$ cat src/rtl/jk_bank_sequencer.sv
// Command sequencer for a bank of external JK flops: decodes CLEAR/SET/LOAD/TOGGLE/COUNT,
// drives j/k for one cycle per step and checks the q readback. Optional macro: JK_BANK_QNOT_CHECK_EN.
module jk_bank_sequencer #(
    parameter int unsigned WIDTH  = 4,
    parameter int unsigned STEP_W = 8
) (
    input  logic              clock,
    input  logic              reset_n,
    input  logic              cmd_valid,
    output logic              cmd_ready,
    input  logic [2:0]        cmd_op,
    input  logic [WIDTH-1:0]  cmd_data,
    input  logic [STEP_W-1:0] cmd_steps,
    output logic [WIDTH-1:0]  j_out,
    output logic [WIDTH-1:0]  k_out,
    input  logic [WIDTH-1:0]  q_in,
`ifdef JK_BANK_QNOT_CHECK_EN
    input  logic [WIDTH-1:0]  q_not_in,
`endif
    output logic              done,
    output logic              mismatch,
    output logic              illegal,
    output logic [WIDTH-1:0]  result_q
);

    localparam logic [2:0] OP_NOP    = 3'd0;
    localparam logic [2:0] OP_CLEAR  = 3'd1;
    localparam logic [2:0] OP_SET    = 3'd2;
    localparam logic [2:0] OP_LOAD   = 3'd3;
    localparam logic [2:0] OP_TOGGLE = 3'd4;
    localparam logic [2:0] OP_COUNT  = 3'd5;
    localparam logic [WIDTH-1:0] ONES = {WIDTH{1'b1}};

    typedef enum logic [1:0] {IDLE, DRIVE, CHECK, FIN} state_t;

    state_t              state;
    logic [WIDTH-1:0]    exp_q;
    logic [STEP_W-1:0]   remaining;
    logic                is_count;

    logic [WIDTH-1:0]    q_plus_c;
    logic                check_bad_c;

    // Next count value and the readback check against the expected bank value
    assign q_plus_c = WIDTH'(q_in + WIDTH'(1));
`ifdef JK_BANK_QNOT_CHECK_EN
    assign check_bad_c = (q_in != exp_q) || (q_not_in != ~q_in);
`else
    assign check_bad_c = (q_in != exp_q);
`endif

    always_ff @(posedge clock) begin
        if (!reset_n) begin
            state     <= IDLE;
            cmd_ready <= 1'b1;
            j_out     <= '0;
            k_out     <= '0;
            done      <= 1'b0;
            mismatch  <= 1'b0;
            illegal   <= 1'b0;
            result_q  <= '0;
            exp_q     <= '0;
            remaining <= '0;
            is_count  <= 1'b0;
        end else begin
            // j/k only carry a value for the single DRIVE cycle of each step
            done  <= 1'b0;
            j_out <= '0;
            k_out <= '0;
            case (state)
                IDLE: begin
                    if (cmd_valid && cmd_ready) begin
                        mismatch  <= 1'b0;
                        illegal   <= 1'b0;
                        cmd_ready <= 1'b0;
                        is_count  <= 1'b0;
                        state     <= DRIVE;
                        case (cmd_op)
                            OP_CLEAR: begin
                                k_out <= ONES;
                                exp_q <= '0;
                            end
                            OP_SET: begin
                                j_out <= ONES;
                                exp_q <= ONES;
                            end
                            OP_LOAD: begin
                                j_out <= cmd_data;
                                k_out <= ~cmd_data;
                                exp_q <= cmd_data;
                            end
                            OP_TOGGLE: begin
                                j_out <= cmd_data;
                                k_out <= cmd_data;
                                exp_q <= q_in ^ cmd_data;
                            end
                            OP_COUNT: begin
                                if (cmd_steps == '0) begin
                                    state <= FIN;
                                    done  <= 1'b1;
                                end else begin
                                    j_out     <= q_in ^ q_plus_c;
                                    k_out     <= q_in ^ q_plus_c;
                                    exp_q     <= q_plus_c;
                                    remaining <= cmd_steps - STEP_W'(1);
                                    is_count  <= 1'b1;
                                end
                            end
                            OP_NOP: begin
                                state <= FIN;
                                done  <= 1'b1;
                            end
                            default: begin
                                state   <= FIN;
                                done    <= 1'b1;
                                illegal <= 1'b1;
                            end
                        endcase
                    end
                end
                DRIVE: state <= CHECK;
                CHECK: begin
                    result_q <= q_in;
                    if (check_bad_c) begin
                        mismatch <= 1'b1;
                        state    <= FIN;
                        done     <= 1'b1;
                    end else if (is_count && (remaining != '0)) begin
                        j_out     <= q_in ^ q_plus_c;
                        k_out     <= q_in ^ q_plus_c;
                        exp_q     <= q_plus_c;
                        remaining <= remaining - STEP_W'(1);
                        state     <= DRIVE;
                    end else begin
                        state <= FIN;
                        done  <= 1'b1;
                    end
                end
                FIN: begin
                    state     <= IDLE;
                    cmd_ready <= 1'b1;
                end
                default: begin
                    state     <= IDLE;
                    cmd_ready <= 1'b1;
                end
            endcase
        end
    end

endmodule

$ cat config.mk
export PLATFORM = sky130hd
export DESIGN_NAME = jk_bank_sequencer
export DESIGN_NICKNAME = d
export VERILOG_FILES = /design/src/rtl/jk_bank_sequencer.sv
export SDC_FILE = /design/constraint.sdc
export NUM_CORES = 1
export LEC_CHECK = 0
export ABC_AREA = 1
export ABC_CLOCK_PERIOD_IN_PS = 1490
export BUFFER_PORTS_ARGS = -buffer_cell sky130_fd_sc_hd__buf_2
export CAP_MARGIN = 40
export CORE_ASPECT_RATIO = 1.2
export CORE_MARGIN = 2
export CORE_UTILIZATION = 50
export DETAILED_ROUTE_END_ITERATION = 7
export GPL_TIMING_DRIVEN = 0
export PLACE_DENSITY = 0.8
export RECOVER_POWER = 25
export SKIP_LAST_GASP = 1
export SYNTH_ARGS = -nofsm -noshare
export SYNTH_HDL_FRONTEND = slang
export SYNTH_SLANG_ARGS = --single-unit
$ cat constraint.sdc
create_clock -name clock -period 1.49 [get_ports clock]
set_input_delay 0.298 -clock clock [delete_from_list [all_inputs] [get_ports clock]]
set_output_delay 0.298 -clock clock [all_outputs]
set_load 0.02 [all_outputs]
; Word level (Yosys, flattened, before mapping)
; Cells that the tools add are included.
[totals]
reg_bits = 31
latchBits = 0
ramBits = 0
rom_bits = 0
out_inout_bits = 16
n_memories = 0
[classes]
addsub = 3
n_mul = 0
div = 0
order_cmp = 0
n_eq_ne = 17
shift = 0
n_mux = 40
bitwise = 3
n_reduce_logical = 16
[ops]
columns = operator, count
row1 = two-way mux 8 bit, 5
row2 = two-way mux 4 bit, 9
row3 = case mux 4 bit (2 select lines), 3
row4 = case mux 4 bit (5 select lines), 1
row5 = case mux 4 bit (4 select lines), 1
row6 = case mux 8 bit (2 select lines), 1
row7 = "subtractor 8 x 1 -> 8 bit, second input constant", 2
row8 = case mux 4 bit (3 select lines), 1
row9 = AND reduction 6 bit, 2
row10 = "!= test 2 bit, second input constant", 5
row11 = two-way mux 1 bit, 9
row12 = zero test 8 bit, 1
row13 = two-way mux 2 bit, 4
row14 = case mux 1 bit (2 select lines), 4
row15 = case mux 2 bit (4 select lines), 1
row16 = nonzero test 8 bit, 1
row17 = XOR 4 bit, 2
row18 = "equality test 3 x 2 -> 1 bit, second input constant", 2
row19 = "equality test 3 bit, second input constant", 2
row20 = "!= test 6 x 1 -> 1 bit, second input constant", 1
row21 = OR reduction 6 bit, 1
row22 = "adder 4 x 1 -> 4 bit, second input constant", 1
row23 = "equality test 2 bit, second input constant", 2
row24 = != test 4 bit, 1
row25 = 14 further kinds, 17

; Depth between registers and ports, before layout
; Gate-level depths: netlist of run 1.
[depth]
ltp_word = 6
mapped_depth = 13
ltp_nobuf = 12

; Worst setup path after synthesis of run 1
; Ideal clock, no wire load.
[synth_path]
kind = reg2reg
start = register state[0]
end = register remaining[6]
setup_time_ps = 113
arrival_time_ps = 1485
setup_slack_ps = -108
path_stages_with_launch = 13
path_buffers = 0
synth_period_minus_slack_ps = 1598
cell_sequence = dfxtp_1 inv_2 nand2_4 nand2_1 o21ai_2 ha_1 nand3_1 nor2_2 nand2_1 nand2_1 nand2_1 nor2_1 nor2_1
[synth_via]
elab_chain_cells = 3
[synth_lines]
columns = item, line_no
row1 = "start, declared", 36  ; state_t state;
row2 = "start signal, assigned", 54  ; state <= IDLE;
row3 = "start signal, assigned", 77  ; state <= DRIVE;
row4 = "start signal, assigned", 99  ; state <= FIN;
row5 = equality test 2 bit / zero test 2 bit (equally long branches), 70  ; case (state)
row6 = != test 2 bit (no source line) (tied with other cells), --
row7 = AND reduction 6 bit (no source line), --
row8 = "end signal, assigned", 105  ; remaining <= cmd_steps - STEP_W'(1);
row9 = "end signal, assigned", 132  ; remaining <= remaining - STEP_W'(1);
row10 = "end, declared", 38  ; logic [STEP_W-1:0] remaining;
; Parallel ways exist; a longest one is shown, timed or not.
; A chain may end at the register's enable or synchronous reset.

; Worst setup path in the final report of run 1
[layout_path]
start = register state[0]
end = register exp_q[3]
[layout_via]
elab_chain_cells = 3
[layout_lines]
columns = item, line_no
row1 = zero test 2 bit / equality test 2 bit (equally long branches), 70
row2 = != test 6 x 1 -> 1 bit (no source line) (tied with other cells), --
row3 = AND reduction 6 bit (no source line), --
row4 = "end signal, assigned", 90  ; exp_q <= cmd_data;
row5 = "end signal, assigned", 95  ; exp_q <= q_in ^ cmd_data;
row6 = "end signal, assigned", 104  ; exp_q <= q_plus_c;
row7 = "end, declared", 37  ; logic [WIDTH-1:0] exp_q;
; Parallel ways exist; a longest one is shown, timed or not.

==> summary.md, run 1 <==
| Metric | Value |
|---|---|
| H-tree Lvls | 2 |
| First-pass GRT wire length | a little under 9 mm |
| Setup WS pre-CTS | -0.1890 ns |
| Clk sinks | 31 |
| IO Pins | 38 |
| Mapped Cells | about 330 |
| Hold buffer count at cts | 0 |
| Setup Skew | 0.009144 ns |
| RSZ-0062 raised after global routing | yes |
| Tcrit/Tclk final | 103.2% |
| Max Buffers Root-to-Sink | 2 |
| CP arrival | 1.76 ns |
| Final count of hold timing violations | 0 |
| CP Data Required Time | between 1.5 and 2 ns |
| Number of synthesized flops with an enable pin | 0 |
| Initial core utilization | 52.06% |
| CTS tree | done |
| Lkg Pwr | about 1.3 nW |
| Grt met3 use | under 10% |
| Mapped cell area | 2036 µm² |
| Rows | 25 |
| Outcome | finished with violations |
| Avg Cell Area, Syn | 6.132 µm² |
| Drt drc | 0 |
| Critical Path Fanout Max | 8 |
| Primary FF master, synth | dfxtp_1 |
| Yosys cell types | 27 |
| Flops & latches, synth | 31 |
| Routed Antenna Nets | 0 |
| F_max | 0.6503 GHz |
| RePlAce Congestion | around 0.93 |
| Pwr/cell area | between 1000 and 1500 nW/µm² |
| Worst-Skew Late Latency | roughly 0.29 ns |
| Setup TNS | -0.1043 ns |
| Share of cells above drive strength 1 | between 20% and 30% |
| Clock transition at path regs | 0.07 ns |
| Failing checks | setup timing |
| Total gr overflow | 0 |
| Reg area | ~630 µm² |
| Nets | around 420 |
| Via/cell ratio | 5.025 |
| Syn nets | around 360 |
| Routed wire length | roughly 5.4 mm |
| Routed via count | 2241 |
| Area Overhead vs Synth | 30.30% |
| Die area | 4600 µm² |
| Final slew viol count | 0 |
| Initial antenna violation count | 0 |
| Filler Cell Count | approximately 360 |
| Port Buf Inserts | 36 |
| Final worst slack | -0.04776 ns |
| Final Core Density | 67.84% |
| Synth area leaders | dfxtp_1 (30%), nand2_1 (19%), nor2_1 (8.7%) |
| Top cell type by total area after synthesis | dfxtp_1 |
| Die X | between 60 and 70 µm |
| # diodes | 0 |
| Gr busiest metal | met2 |
| Vias in the first global route | approximately 2100 |
| Max IR drop VDD | a little over 0.5 mV |
| Total GRT Usage | 23.99% |
| Drt first pass iters | 4 |
| Final setup vio count | 4 |
| Synth warn | 0 |
| Top cell type's share of synthesized area | 30.49% |
| Core ar. | roughly 3900 µm² |
| Total CTS buffers | 5 |
| Worst slew margin | between 60% and 70% |
| Actual slew at the worst max-slew pin | 0.5231 ns |
| MaxCap Viol Count | 0 |
| Async S/R FF share, synth | 0% |
| DP HPWL | 3.940 mm |
| Wire length per cell | 12.05 µm |
| Tmin final | 1.538 ns |
| CTS root buffer | clkbuf_8 |
| Die H | 73.90 µm |
| Starting DRT DRC Count | 71 |
| Area of the multi-input gates | between 1000 and 1500 µm² |
| Met2 GRT Util | 44.57% |
| GRT met1 Usage | between 20% and 30% |
| Register area share after synthesis | 30.49% |
| Tightest Hold Check Type | primary input to register |
| Maximum number of pins on one net before global-route repair | 11 |
| CP Launch Type | register |
| Setup crit end kind | register |
| Crit Path Category | register to register |
metal layers:
layer  wire, µm  vias to the layer above  share of wire [%]
met5          0                        -                  0
met4        164                        0                3.1
met3        212                       14                3.9
met2       2776                       53                 52
met1       2223                     1014                 41
li1           -                     1160                  -
path summary, 6_finish.rpt:
kind                            startpoint        to  slack, ns  cells after the start
worst max register to register    state[0]  exp_q[3]      -0.05                      8
worst min-delay path             cmd_op[2]   illegal       0.34                      3
worst max-delay path              state[0]  exp_q[3]      -0.05                      8
worst min register to register     illegal   illegal       0.46                      2
per-stage QoR:
stage	power (mW)	instances	hold slack [ns]	cell area, µm²
CTS	2.710	437	0.3381	2500
detailed placement	1.974	422	0.4556	2308
floorplan	1.739	332	0.4461	2061
finish	2.846	446	0.3388	2653
global route	3.039	446	0.3471	2653
global placement	1.955	422	0.4540	2308
what timing repair did:
| action | CTS | global route |
|---|---|---|
| pin swaps | 8 | 8 |
| gates cloned | 0 | 1 |
| setup buffers | 7 | 8 |
| gates resized for setup | 14 | 25 |
| setup endpoints to repair | 13 | 20 |
report_power, final:
part           internal, mW  switching (mW)  total, mW
clock                 0.327           0.315      0.642
sequential            0.931          0.0660      0.997
combinational         0.487           0.720       1.21
final cells by class:
cell class              count  area share, %
repair buffers             52          11.18
clock inverters             1         0.1887
flip-flops and latches     31          23.58
inverters                  38          5.755
plain buffers               8          2.547
multi-input cells         255          51.32
clock buffers               7          2.877
well taps                  54          2.547
critical path, cell delays in order (launching register included):
cell and delay [ns]:
dfxtp_4 0.37, buf_4 0.15, nor2_4 0.16, nand2_2 0.22, nand2_1 0.12, nand3_1 0.08
nor2_1 0.20, nor2_1 0.07, nor2_1 0.10
cells in the mapped netlist (3+ instances only):
library cell,n
a21oi_1,25
buf_6,3
dfxtp_1,31
inv_1,35
inv_2,3
nand2_1,103
nand2_2,8
nand3_1,26
nand3b_1,4
nor2_1,47
nor2_2,4
nor2_4,3
o21ai_0,15
xnor2_1,6
xor2_1,3
cell usage in the layout (no fill, tap or decap), drive strengths merged:
cell type | Yosys | routed
inv | 38 | 38
clkbuf | 2 | 15
a31oi | 1 | 1
nand3 | 28 | 28
nand3b | 4 | 4
o21bai | 1 | 1
a21oi | 25 | 25
a21boi | 1 | 1
xnor2 | 6 | 6
o21ai | 16 | 16
buf | 6 | 52
o211ai | 1 | 1
a21o | 1 | 1
ha | 2 | 2
clkinv | 0 | 1
dfxtp | 31 | 31
xor2 | 3 | 3
nor2 | 54 | 54
nand2 | 112 | 112
kinds of logic (layout without fill, tap and decap cells):
logic type / Yosys count / in the layout / synth area share [%]
AND/OR/NAND/NOR: 198 / 198 / 42.41
AO/OA/AOI/OAI: 46 / 46 / 12.05
buffers and inverters: 46 / 106 / 9.957
flip-flops: 31 / 31 / 30.49
XOR/XNOR: 9 / 9 / 3.872
adder cells (fa/ha/maj): 2 / 2 / 1.229
flip-flops by register name, indices dropped and copies added, names as in the netlist, 2 cells and up:
register	flops
exp_q	4
j_out	4
k_out	4
remaining	8
result_q	4
state	2
Note: power is estimated with default switching activity, not from simulation.
==> run 2, diff against run 1 <==
--- a/config.mk
+++ b/config.mk
@@ -6,15 +6,15 @@
 export NUM_CORES = 1
 export LEC_CHECK = 0
 export ABC_AREA = 1
-export ABC_CLOCK_PERIOD_IN_PS = 1490
+export ABC_CLOCK_PERIOD_IN_PS = 1450
 export BUFFER_PORTS_ARGS = -buffer_cell sky130_fd_sc_hd__buf_2
 export CAP_MARGIN = 40
 export CORE_ASPECT_RATIO = 1.2
 export CORE_MARGIN = 2
-export CORE_UTILIZATION = 50
+export CORE_UTILIZATION = 55
 export DETAILED_ROUTE_END_ITERATION = 7
 export GPL_TIMING_DRIVEN = 0
-export PLACE_DENSITY = 0.8
+export PLACE_DENSITY = 0.83
 export RECOVER_POWER = 25
 export SKIP_LAST_GASP = 1
 export SYNTH_ARGS = -nofsm -noshare
==> constraint.sdc (replaced) <==
create_clock -name clock -period 1.45 [get_ports clock]
set_input_delay 0.29 -clock clock [delete_from_list [all_inputs] [get_ports clock]]
set_output_delay 0.29 -clock clock [all_outputs]
set_load 0.02 [all_outputs]
==> run 2 against run 1 <==
Net effect: the run still ends with setup timing left; die area decreased by 8.6%; via count increased by 3.6%; fmax decreased by 4.2%; core utilization increased by 6.5 points; design area increased by 1.0%; worst setup slack got worse by 0.11 ns; final cell count decreased by 2.5%; total power increased by 8.7%; global-route usage increased by 3.3 points; combinational power increased by 8%; critical endpoint is now remaining[4].
==> summary.md, run 2 (synthesis results as in run 1) <==
| Metric | Value |
|---|---|
| Die H | 70.65 µm (-4.4%) |
| Drt drc | 0 (unchanged) |
| Critical path's slowest cell | dfxtp_2 |
| Drt first pass iters | 5 (+1) |
| Pwr/cell area | 1154 nW/µm² (+7.6%) |
| Critical Path Fanout Max | 7 (-1) |
| Sw power | 1.168 mW (+6.1%) |
| Hold buffer count at cts | 0 (unchanged) |
| Clock share of power | 24.3% (+1.7 points) |
| Die X | 59.54 µm (-4.4%) |
| Most common cell after layout, fill and taps aside | nand2_1 |
| Worst slew margin | 65.00% (-0.12 points) |
| Rows | 24 (-4.0%) |
| Actual slew at the worst max-slew pin | 0.5250 ns (+0.001845 ns) |
| Max IR drop VDD | 0.6075 mV (+18%) |
| Total gr overflow | 0 (unchanged) |
| RSZ-0062 raised after global routing | yes |
| H-tree Lvls | 2 (unchanged) |
| Initial core utilization | 56.49% (+4.4 points) |
| Sw Share | 37.77% (-0.91 points) |
| First-pass GRT wire length | 8.825 mm (+1.0%) |
| Internal power | 1.925 mW (+10%) |
| Final slew viol count | 0 (unchanged) |
| Smallest hold slack | 0.3232 ns (-0.01556 ns) |
| Clock transition at path regs | 0.06 ns (about the same) |
| CP dominant cell by count | nor2_1 |
| CTS tree | done |
| Final Core Density | 74.38% (+6.5 points) |
| DP HPWL | 3.952 mm (+0.32%) |
| MaxCap Viol Count | 0 (unchanged) |
| Setup WS pre-CTS | -0.2411 ns (-0.05209 ns) |
| Core ar. | 3603 µm² (-7.8%) |
| Largest register FFs | 8 (unchanged) |
| Nets | 419 (+0.96%) |
| Wire length per cell | 13.65 µm (+13%) |
| Setup crit end kind | register |
| Design Power | 3.093 mW (+8.7%) |
| Fin cells | 435 (-2.5%) |
| Area Overhead vs Synth | 31.65% |
| Clk sinks | 31 (unchanged) |
| Maximum number of pins on one net before global-route repair | 11 (unchanged) |
| CTS root buffer | clkbuf_8 |
| Total GRT Usage | 27.25% (+3.3 points) |
| Filler Cell Count | 288 (-21%) |
| RePlAce Congestion | 0.8867 (-4.4%) |
| IO Pins | 38 (unchanged) |
| CP Data Required Time | 1.63 ns (-0.08 ns) |
| Most flops, register | remaining |
| Port Buf Inserts | 36 (unchanged) |
| Tmin final | 1.605 ns (+0.06741 ns) |
| Comb pwr share | 42.5% (about the same) |
| Crit Path Category | register to register |
| Final worst slack | -0.1552 ns (-0.1074 ns) |
| Lkg Pwr | 1.321 nW (+1.9%) |
| Vias in the first global route | 2133 (+0.47%) |
| Outcome | finished with violations |
| Final setup vio count | 4 (unchanged) |
| Worst path cell trace | buf_6, nand2_8, o21ai_4, ha_4, nand3_4, nor2_2, nor2_1, nor2_1, nand3_1, nand2_1, nor2_1 |
| Total CTS buffers | 5 (unchanged) |
| Max Buffers Root-to-Sink | 2 (unchanged) |
| Slowest stage delay, CP | 0.32 ns (-0.05 ns) |
| Share of power burned in registers | 33.2% (-1.8 points) |
| Initial antenna violation count | 0 (unchanged) |
| Final count of hold timing violations | 0 (unchanged) |
| Worst-Skew Late Latency | 0.29 ns (about the same) |
| Most frequent cells in the layout | nand2_1 (97), nor2_1 (41), inv_1 (33), buf_2 (29), dfxtp_1 (28) |
| Placed Instances | 407 (-3.6%) |
| Die area | 4206 µm² (-8.6%) |
| Starting DRT DRC Count | 123 (+73%) |
| Tcrit/Tclk final | 110.7% (+7.5 points) |
| F_max | 0.6230 GHz (-4.2%) |
| Tightest Hold Check Type | primary input to register |
| Share of cells above drive strength 1 | 27.27% (+1.0 points) |
| CP arrival | 1.79 ns (+0.03 ns) |
| CP Launch Type | register |
| Routed wire length | 5.936 mm (+10%) |
| # diodes | 0 (unchanged) |
| Routed Antenna Nets | 0 (unchanged) |
| Via/cell ratio | 5.338 (+6.2%) |
| Setup Skew | 0.004367 ns (-0.004776 ns) |
| Failing checks | setup timing |
| Routed via count | 2322 (+3.6%) |
run 2: metal layers:
layer	wire, µm	vias up	GRT usage (%)
li1	-	1173	-
met1	2288	1059	28.36
met2	3231	76	49.82
met3	271	14	5.484
met4	144	0	13.83
met5	0	-	0
run 2: final timing paths:
path	from	to	slack [ns]	cells past startpoint
max	state[1]	remaining[4]	-0.16	11
max reg2reg	state[1]	remaining[4]	-0.16	11
min	cmd_op[2]	illegal	0.32	3
min reg2reg	mismatch	mismatch	0.47	2
run 2: metrics by stage:
step	area (µm²)	setup TNS (ns)
4_1_cts	2576	-0.1315
5_1_grt	2680	-1.323
2_1_floorplan	2071	0
3_3_place_gp	2300	-1.788
3_5_place_dp	2300	-2.351
6_report	2680	-0.4168
run 2: cell type report:
| class | count | area, µm² | area share [%] |
|---|---|---|---|
| multi-input cells | 255 | 1356 | 50.61 |
| plain buffers | 8 | 71.32 | 2.661 |
| flip-flops and latches | 31 | 626.9 | 23.39 |
| clock buffers | 8 | 100.1 | 3.735 |
| well taps | 39 | 48.80 | 1.821 |
| inverters | 38 | 147.6 | 5.509 |
| repair buffers | 56 | 329.1 | 12.28 |
run 2: critical path, delay by kind of cell, from the launching register on:
| kind | cells | cell delay, ns |
|---|---|---|
| compound gates | 1 | 0.22 |
| simple gates | 8 | 0.64 |
| buf+inv | 1 | 0.13 |
| flops | 1 | 0.32 |
| fa+ha+maj | 1 | 0.18 |
run 2: repair_timing:
action | CTS | global route
gates resized for setup | 17 | 23
cloned | 0 | 1
pin swaps | 11 | 19
buffers inserted | 14 | 5
setup endpoints to repair | 14 | 19
run 2: power by group through the flow:
stage,logic (mW),clock network (mW),registers [mW]
floorplan,0.726,0,1.07
global route,1.43,0.792,1.04
global placement,0.975,0,1.03
CTS,1.17,0.763,1.02
finish,1.31,0.752,1.03
detailed placement,0.998,0,1.04
==> run 3, diff against run 2 <==
--- a/config.mk
+++ b/config.mk
@@ -10,7 +10,7 @@
 export BUFFER_PORTS_ARGS = -buffer_cell sky130_fd_sc_hd__buf_2
 export CAP_MARGIN = 40
 export CORE_ASPECT_RATIO = 1.2
-export CORE_MARGIN = 2
+export CORE_MARGIN = 5
 export CORE_UTILIZATION = 55
 export DETAILED_ROUTE_END_ITERATION = 7
 export GPL_TIMING_DRIVEN = 0
==> run 3 against run 2 <==
Net effect: the flow still finishes with violations (setup timing); sequential cell count unchanged; first-iteration DRC count decreased by 8.1%; non-clock buffer count increased by 2; fmax increased by 3.8%; sequential share of layout area decreased by 0.44 points; total power increased by 5.8%; design area increased by 2.5%; final cell count increased by 0.46%; register-to-register slack improved by 0.06 ns; core utilization increased by 1.9 points; critical path type unchanged.
==> summary.md, run 3 (synthesis results as in run 1) <==
| Metric | Value |
|---|---|
| Outcome | finished with violations |
| Failing checks | setup timing |
| Setup crit end kind | register |
| Clk sinks | 31 (unchanged) |
| Total gr overflow | 0 (unchanged) |
| Critical path's slowest cell | dfxtp_2 |
| Drt first pass iters | 4 (-1) |
| CP Launch Type | register |
| Setup Skew | 0.007408 ns (+0.003041 ns) |
| Setup TNS | -0.3031 ns (+0.1136 ns) |
| Worst slew margin | 65.68% (+0.68 points) |
| Final setup vio count | 8 (+4) |
| Vias in the first global route | 2138 (+0.23%) |
| Die H | 76.65 µm (+8.5%) |
| Routed via count | 2347 (+1.1%) |
| Share of cells above drive strength 1 | 29.15% (+1.9 points) |
| Final count of hold timing violations | 0 (unchanged) |
| Crit Path Category | register to register |
| Most common cell after layout, fill and taps aside | nand2_1 |
| Starting DRT DRC Count | 113 (-8.1%) |
| Worst-Skew Late Latency | 0.29 ns (about the same) |
| Rows | 24 (unchanged) |
| Total CTS buffers | 5 (unchanged) |
| Initial antenna violation count | 0 (unchanged) |
| Lkg Pwr | 1.363 nW (+3.2%) |
| Hold buffer count at cts | 0 (unchanged) |
| Core ar. | 3603 µm² (unchanged) |
| IO Pins | 38 (unchanged) |
| CP arrival | 1.73 ns (-0.06 ns) |
| Grt met3 use | 3.392% (-2.1 points) |
| Port Buf Inserts | 36 (unchanged) |
| Most flops, register | remaining |
| Maximum number of pins on one net before global-route repair | 11 (unchanged) |
| Slowest stage delay, CP | 0.33 ns (about the same) |
| RSZ-0062 raised after global routing | yes |
| Clock transition at path regs | 0.07 ns (about the same) |
| Critical Path Fanout Max | 5 (-2) |
| DP HPWL | 4.082 mm (+3.3%) |
| Max IR drop VDD | 0.5370 mV (-12%) |
| RePlAce Congestion | 0.8802 (-0.73%) |
| Final slew viol count | 0 (unchanged) |
| Met2 GRT Util | 42.35% (-7.5 points) |
| CTS root buffer | clkbuf_8 |
| Tightest Hold Check Type | primary input to register |
| H-tree Lvls | 2 (unchanged) |
| Largest register FFs | 8 (unchanged) |
| Gr busiest metal | met2 |
| CP dominant cell by count | nor2_1 |
| CTS tree | done |
| Tcrit/Tclk final | 106.6% (-4.1 points) |
| F_max | 0.6468 GHz (+3.8%) |
| Nets | 421 (+0.48%) |
| Tmin final | 1.546 ns (-0.05912 ns) |
| Routed wire length | 5.994 mm (+0.98%) |
| Die X | 65.54 µm (+10%) |
| Most frequent cells in the layout | nand2_1 (96), nor2_1 (41), inv_1 (33), buf_2 (29), dfxtp_1 (25) |
| Final worst slack | -0.09605 ns (+0.05912 ns) |
| Setup WS pre-CTS | -0.2351 ns (+0.006002 ns) |
| CP Data Required Time | 1.64 ns (about the same) |
| # diodes | 0 (unchanged) |
| Total GRT Usage | 22.04% (-5.2 points) |
| Wire length per cell | 13.72 µm (+0.51%) |
| Routed Antenna Nets | 0 (unchanged) |
| Pwr/cell area | 1191 nW/µm² (+3.2%) |
| First-pass GRT wire length | 8.887 mm (+0.70%) |
| Drt drc | 0 (unchanged) |
| Max Buffers Root-to-Sink | 2 (unchanged) |
| Area Overhead vs Synth | 34.97% |
| CP Buf/Inv Count | 2 (+1) |
| Worst path cell trace | buf_8, inv_4, nor2_4, nand2_2, nand2_4, ha_4, nand3_4, nor2_1, nor2_1, nor2_1, nand3_1, nand2_1, nor2_1 |
| Cell family with most CP delay | simple AND/OR/NAND/NOR gates |
| MaxCap Viol Count | 0 (unchanged) |
| Via/cell ratio | 5.371 (+0.61%) |
| GRT met1 Usage | 22.64% (-5.7 points) |
| Die area | 5023 µm² (+19%) |
| Actual slew at the worst max-slew pin | 0.5148 ns (-0.01020 ns) |
| Initial core utilization | 56.49% (unchanged) |
run 3: worst min-delay path: stages:
cell and delay (ns):
buf_2 0.13, nand3_1 0.10, a21oi_1 0.06
run 3: power by group:
group	switching [mW]	total (mW)	internal [mW]
Clock	0.334	0.890	0.556
Sequential	0.0821	1.04	0.961
Combinational	0.773	1.34	0.566
Total	1.19	3.27	2.08
run 3: final timing paths:
kind | from | end | cells past startpoint | slack (ns)
worst max-delay path | state[1] | remaining[4] | 13 | -0.1
worst max register to register | state[1] | remaining[4] | 13 | -0.1
worst min register to register | result_q[0] | result_q[0] | 2 | 0.47
worst min-delay path | cmd_op[2] | illegal | 3 | 0.34
run 3: cell type report:
cell class	instances	area (µm²)
repair buffers	58	361.6
inverters	38	152.6
clock buffers	6	82.58
fillers	302	855.8
well taps	39	48.80
plain buffers	8	75.07
flip-flops and latches	31	630.6
multi-input cells	255	1361
clock inverters	2	35.03
run 3: metrics by stage:
step           util, %  power [mW]  cell area (µm²)  std cells  hold slack, ns
3_5_place_dp     63.82       2.045             2300        407          0.4571
6_report         76.25       3.271             2748        437          0.3436
3_3_place_gp     63.82       2.017             2300        407          0.4552
2_1_floorplan        -       1.796             2071        332          0.4381
4_1_cts          69.65       3.001             2510        422          0.3356
5_1_grt          76.25       3.459             2748        437          0.3532
run 3: timing repair:
action	in CTS	in global routing
endpoints found under the setup margin	15	20
pin swaps	4	21
buffers inserted	7	14
hold endpoints to repair	0	0
gates resized for setup	11	34
cloned	0	1
run 3: metal layers:
| layer | vias to the layer above | part of all wire (%) |
|---|---|---|
| li1 | 1175 | - |
| met1 | 1087 | 38 |
| met2 | 66 | 54 |
| met3 | 19 | 4.3 |
| met4 | 0 | 3.2 |
| met5 | - | 0 |
